$ cat src/rtl/fine_track_ctrl.sv
// fine_track_ctrl: fine frequency-tracking sequencer; settles the aux oscillator, then steps the
// fine code one saturating step per averaging window until lock or iteration budget exhaustion.
module fine_track_ctrl #(
  parameter int                CODE_W    = 8,
  parameter int                CNT_W     = 25,
  parameter int                WIN_W     = 22,
  parameter logic [CODE_W-1:0] CODE_INIT = 8'h80,
  parameter int                LOCK_RUN  = 4
) (
  input  logic              ref_clk,
  input  logic              rst_n,
  input  logic              start,
  input  logic              abort,
  input  logic              cfg_reinit,
  input  logic [7:0]        cfg_settle,
  input  logic [WIN_W-1:0]  cfg_avg_window,
  input  logic [7:0]        cfg_deadband,
  input  logic [5:0]        cfg_max_iter,
  input  logic [CNT_W-1:0]  err_cnt,
  input  logic [CNT_W-1:0]  clean_cnt,
  output logic              aux_osc_en,
  output logic              accum_clr,
  output logic              accum_en,
  output logic [CODE_W-1:0] fine_con,
  output logic              fine_con_vld,
  output logic              busy,
  output logic              done,
  output logic              locked,
  output logic              timeout,
  output logic [2:0]        state_dbg
);
  localparam logic [2:0] IDLE    = 3'd0;
  localparam logic [2:0] SETTLE  = 3'd1;
  localparam logic [2:0] CLEAR   = 3'd2;
  localparam logic [2:0] ACCUM   = 3'd3;
  localparam logic [2:0] COMPARE = 3'd4;
  localparam logic [2:0] UPDATE  = 3'd5;
  localparam logic [2:0] DONE    = 3'd6;
  localparam int RUN_W = $clog2(LOCK_RUN + 1);

  logic [2:0]        state_q, state_d;
  logic [CODE_W-1:0] fine_con_q, fine_con_d;
  logic              vld_q, vld_d, locked_q, locked_d, timeout_q, timeout_d;
  logic [WIN_W-1:0]  cnt_q, cnt_d, win_q, win_d;
  logic [6:0]        iter_q, iter_d, budget_q, budget_d;
  logic [RUN_W-1:0]  run_q, run_d;
  logic [7:0]        db_q, db_d;
  logic [CNT_W-1:0]  err_q, err_d, clean_q, clean_d;
  logic [CNT_W:0]    diff, mag;
  logic              hold, up, down;

  always_comb begin
    diff = {1'b0, err_q} - {1'b0, clean_q};
    mag  = diff[CNT_W] ? {1'b0, clean_q} - {1'b0, err_q} : diff;
    hold = mag <= (CNT_W+1)'(db_q);
    up   = !hold && !diff[CNT_W];
    down = !hold && diff[CNT_W];
  end

  always_comb begin
    state_d    = state_q;
    fine_con_d = fine_con_q;
    vld_d      = 1'b0;
    locked_d   = locked_q;
    timeout_d  = timeout_q;
    cnt_d      = cnt_q;
    win_d      = win_q;
    iter_d     = iter_q;
    budget_d   = budget_q;
    run_d      = run_q;
    db_d       = db_q;
    err_d      = err_q;
    clean_d    = clean_q;
    if (abort) begin
      if (state_q != IDLE) begin
        state_d   = IDLE;
        locked_d  = 1'b0;
        timeout_d = 1'b0;
      end
    end else begin
      case (state_q)
        IDLE: if (start) begin
          state_d   = SETTLE;
          locked_d  = 1'b0;
          timeout_d = 1'b0;
          iter_d    = '0;
          run_d     = '0;
          cnt_d     = WIN_W'(cfg_settle == 8'd0 ? 8'd0 : cfg_settle - 8'd1);
          win_d     = cfg_avg_window;
          db_d      = cfg_deadband;
          budget_d  = cfg_max_iter == 6'd0 ? 7'd64 : {1'b0, cfg_max_iter};
          if (cfg_reinit) begin
            fine_con_d = CODE_INIT;
            vld_d      = 1'b1;
          end
        end
        SETTLE: if (cnt_q == '0) state_d = CLEAR; else cnt_d = cnt_q - 1'b1;
        CLEAR: begin
          state_d = ACCUM;
          cnt_d   = win_q == '0 ? '0 : win_q - 1'b1;
        end
        ACCUM: if (cnt_q == '0) state_d = COMPARE; else cnt_d = cnt_q - 1'b1;
        COMPARE: begin
          err_d   = err_cnt;
          clean_d = clean_cnt;
          state_d = UPDATE;
        end
        UPDATE: begin
          run_d  = hold ? run_q + 1'b1 : '0;
          iter_d = iter_q + 7'd1;
          if (up && fine_con_q != '1) begin
            fine_con_d = fine_con_q + 1'b1;
            vld_d      = 1'b1;
          end else if (down && fine_con_q != '0) begin
            fine_con_d = fine_con_q - 1'b1;
            vld_d      = 1'b1;
          end
          // lock wins when both conditions land on the same window
          locked_d  = run_d == RUN_W'(LOCK_RUN);
          timeout_d = !locked_d && iter_d == budget_q;
          state_d   = (locked_d || timeout_d) ? DONE : CLEAR;
        end
        DONE: state_d = IDLE;
        default: state_d = IDLE;
      endcase
    end
  end

  always_ff @(posedge ref_clk or negedge rst_n) begin
    if (!rst_n) begin
      state_q    <= IDLE;
      fine_con_q <= CODE_INIT;
      vld_q      <= 1'b0;
      locked_q   <= 1'b0;
      timeout_q  <= 1'b0;
      cnt_q      <= '0;
      win_q      <= '0;
      iter_q     <= '0;
      budget_q   <= '0;
      run_q      <= '0;
      db_q       <= '0;
      err_q      <= '0;
      clean_q    <= '0;
    end else begin
      state_q    <= state_d;
      fine_con_q <= fine_con_d;
      vld_q      <= vld_d;
      locked_q   <= locked_d;
      timeout_q  <= timeout_d;
      cnt_q      <= cnt_d;
      win_q      <= win_d;
      iter_q     <= iter_d;
      budget_q   <= budget_d;
      run_q      <= run_d;
      db_q       <= db_d;
      err_q      <= err_d;
      clean_q    <= clean_d;
    end
  end

  assign aux_osc_en   = state_q >= SETTLE && state_q <= UPDATE;
  assign accum_clr    = state_q == CLEAR;
  assign accum_en     = state_q == ACCUM;
  assign fine_con     = fine_con_q;
  assign fine_con_vld = vld_q;
  assign busy         = state_q != IDLE;
  assign done         = state_q == DONE && !abort;
  assign locked       = locked_q;
  assign timeout      = timeout_q;
  assign state_dbg    = state_q;
endmodule
$ cat config.mk
export PLATFORM = sky130hd
export DESIGN_NAME = fine_track_ctrl
export DESIGN_NICKNAME = d
export VERILOG_FILES = /design/src/rtl/fine_track_ctrl.sv
export SDC_FILE = /design/constraint.sdc
export NUM_CORES = 1
export LEC_CHECK = 0
export CORE_UTILIZATION = 45
export CTS_BUF_LIST = sky130_fd_sc_hd__clkbuf_8
export CTS_CLUSTER_DIAMETER = 200
export DETAILED_ROUTE_END_ITERATION = 10
export GPL_TIMING_DRIVEN = 0
export PLACE_DENSITY = 0.67
export SETUP_SLACK_MARGIN = 0.3
export SYNTH_ARGS = -nofsm -noshare
export SYNTH_HDL_FRONTEND = slang
export SYNTH_SLANG_ARGS = --single-unit
$ cat constraint.sdc
create_clock -name ref_clk -period 10.5 [get_ports ref_clk]
set_input_delay 1.05 -clock ref_clk [delete_from_list [all_inputs] [get_ports ref_clk]]
set_output_delay 1.05 -clock ref_clk [all_outputs]
set_load 0.01 [all_outputs]
==> qor.yml <==
hold_path:
  whs_path_depth: 2
  hold_start: "timeout$_DFFE_PN0P_"
  hp-class: "reg2reg"
placement:
  pre_cts_slack_ps: 2610
  dp_hpwl_um: 19700
  gp_congestion: 0.902
  portBuffers: 116
  dp.cells: 1532
pwr:
  ir_worst_vdd_mv: 0.0749
  powerDensity_nw_per_um2: 168
  p_leak_nw: 5.06
timing:
  slew_headroom: 0.315
  layout_setup_ws_ps: 2580
  max_freq_mhz: 126
  finalHoldViolCount: 0
  setup_violations: 0
  period_share: 0.755
  slew_viol_final: 0
  setup_tns_ps: 0
  fin_crit_ps: 7920
  tightestPinTransition_ps: 1020
  clock_skew_ps: 15.0
  rsz0062_at_grt: "no"
clock_tree:
  htree_levels: 4
  root_buffer: "clkbuf_8"
  clk_pin_slew_worst_paths_ps: 90
  max-clock-path-buffers: 2
  cts_sinks: 133
  cts_resized: 0
  clk_latency_ps: 470
  ctsHoldBuffers: 0
  cts_tree: "built"
  cts_made_buffers: 17
  post_cts_buffers: 0
layout:
  regArea_sq_um: 3330
  final_cell_mix: "nand2_1, o21ai_0, dfrtp_1, clkdlybuf4s50_1, inv_1"
  multi_input_area_sq_um: 5730
  syn_to_final_growth_pct: 20.4
  fillers: 1942
  nNetsFinal: 1453
  layoutNonFillerInstCount: 1564
  drive_gt1_frac: 0.0703
  antenna_cells: 0
yosys:
  synthXorXnorAreaFrac: 0.0531
  synth_ff_type: "dfrtp_1"
  yosysWarnings: 0
  synthAdderAreaFrac: 0.0978
  synth_nets: 1317
  synth_seq_cells: 133
  avgSynthCellArea_sq_um: 8.36
  synth_edf_count: 0
  synth_mux_area_frac: 0.0482
  synthSimpleGateAreaFrac: 0.173
  synthArstFlopShare: 1.00
  synth_compound_area_frac: 0.225
  synth_cell_types: 74
  seq_area_frac_synth: 0.348
  netlist_instances: 1145
  synth_area_sq_um: 9570
  synth_top_family_by_area: "compound AO/OA/AOI/OAI gates"
detailed_routing:
  ant_nets: 0
  drt_wl_total_um: 26200
  dr_total_vias: 8885
  drt_iter0_drc: 672
  via_per_inst: 5.68
  wire_per_inst_um: 16.8
  dr.pass1.iters: 6
  drc_errors: 0
floorplan:
  die_area_sq_um: 21900
  core-area_sq_um: 20600
  initial_core_util: 0.466
  rows: 52
  die_x_um: 148
  die_y_um: 148
  io_pins: 118
flow_run:
  drv_cap: 0
critical_path:
  start_kind: "flop"
  r2r_cells: 33
  cp-startpoint: "err_q[16]$_DFFE_PN0P_"
  reg2reg_slack_ps: 2580
  worstPathMaxFanout: 10
  critPathKind: "reg2reg"
  rr_startpoint: "err_q[16]$_DFFE_PN0P_"
  slowest_delay_ps: 550
  critPathArrivalTime_ps: 8300
  cpMostUsedCell: "a21oi_1"
  cp_slowest_cell: "or4_4"
  crit_path_end_kind: "flop"
  cp.required_ps: 10880
global_routing:
  grt_max_degree: 92
  overflow: 0
  antenna_found_initial: 0
  grt_pass1_wl_um: 42800
  grt_pass1_vias: 8527
  track_usage: 0.247
status:
  outcome: "complete, no violations"
==> synth_stat cells (all sizes together) (4+ instances only) <==
library cell  instances  share of area
o21ai               141          0.074
nand2               135          0.053
dfrtp               132           0.35
inv                  87          0.034
a21oi                82          0.043
nor2                 77          0.030
ha                   70          0.091
clkbuf               44          0.017
xnor2                35          0.032
mux2                 33          0.039
nor3                 25          0.013
xor2                 23          0.021
nand3                19         0.0099
nor4                 19          0.014
nor2b                14         0.0091
nand4                13         0.0085
o22ai                13         0.0085
a21o                 11         0.0086
and3                 11         0.0072
o21a                 11         0.0086
nand2b               10         0.0065
and2                  9         0.0059
mux2i                 9         0.0094
o31ai                 9         0.0071
buf                   8         0.0039
o21bai                8         0.0063
o221ai                7         0.0064
a22o                  6         0.0055
a211oi                5         0.0039
a31oi                 5         0.0039
a22oi                 4         0.0031
a31o                  4         0.0037
o2111ai               4         0.0037
or3                   4         0.0026
or4                   4         0.0035
==> power breakdown <==
group          leakage, nW  switching (W)  internal [W]
sequential            1.53      0.0000555      0.000572
clock                0.206       0.000239      0.000225
combinational         3.32       0.000494      0.000354
==> metal layers <==
| layer | up-vias | routed length (um) | global-route usage |
|---|---|---|---|
| met3 | 57 | 1290 | 0.0451 |
| met4 | 0 | 895 | 0.0995 |
| met5 | - | 0 | 0 |
| met1 | 4204 | 11800 | 0.323 |
| met2 | 287 | 12200 | 0.403 |
| li1 | 4337 | - | - |
==> cells by family (layout without fill, tap and decap cells) <==
| family | after synthesis | count (layout) |
|---|---|---|
| adder cells (fa/ha/maj) | 73 | 73 |
| XOR/XNOR | 58 | 58 |
| AND/OR/NAND/NOR | 351 | 351 |
| AO/OA/AOI/OAI | 349 | 349 |
| buffers and inverters | 139 | 288 |
| flip-flops | 133 | 133 |
| multiplexers | 42 | 42 |
==> stage by stage <==
step	instance area [sq um]	total power (W)	utilization	hold slack (ps)
after floorplan	9570	0.00123	-	456
after global routing	11500	0.00207	0.561	488
after detailed placement	11100	0.00146	0.540	462
after global placement	11100	0.00145	0.539	461
after CTS	11500	0.00193	0.560	481
final	11500	0.00194	0.561	473
==> flip-flops by register name, summed over array words and instances (netlist names) <==
name          count
fine_con_vld      1
clean_q          25
budget_q          7
fine_con          8
iter_q            7
locked            1
err_q            25
win_q            22
timeout           1
state_dbg         3
cnt_q            22
run_q             3
db_q              8
==> layout make-up <==
class                      instances  share of cell area
multi-input combinational        873               0.497
sequential                       133               0.289
timing repair buffer             117               0.103
tap                              270              0.0293
inverter                          87              0.0283
clock buffer                      18              0.0215
buffer                            52              0.0176
clock inverter                    14              0.0144
==> worst paths after layout <==
path / endpoint
min in group asynchronous: budget_q[0]$_DFFE_PN0P_
hold / removal: timeout$_DFFE_PN0P_
setup / recovery: fine_con[7]$_DFFE_PN1P_
max in group asynchronous: err_q[14]$_DFFE_PN0P_
setup reg to reg: fine_con[7]$_DFFE_PN1P_
hold reg to reg: timeout$_DFFE_PN0P_
==> critical path: cells and delay by family, from the launching register on <==
| kind | cells | cell delay [ps] |
|---|---|---|
| compound gates | 17 | 3340 |
| simple gates | 7 | 2050 |
| buf+inv | 4 | 990 |
| fa+ha+maj | 3 | 830 |
| flops | 1 | 360 |
| xor+xnor | 2 | 230 |
No activity file was read; power rests on OpenSTA's default activity.
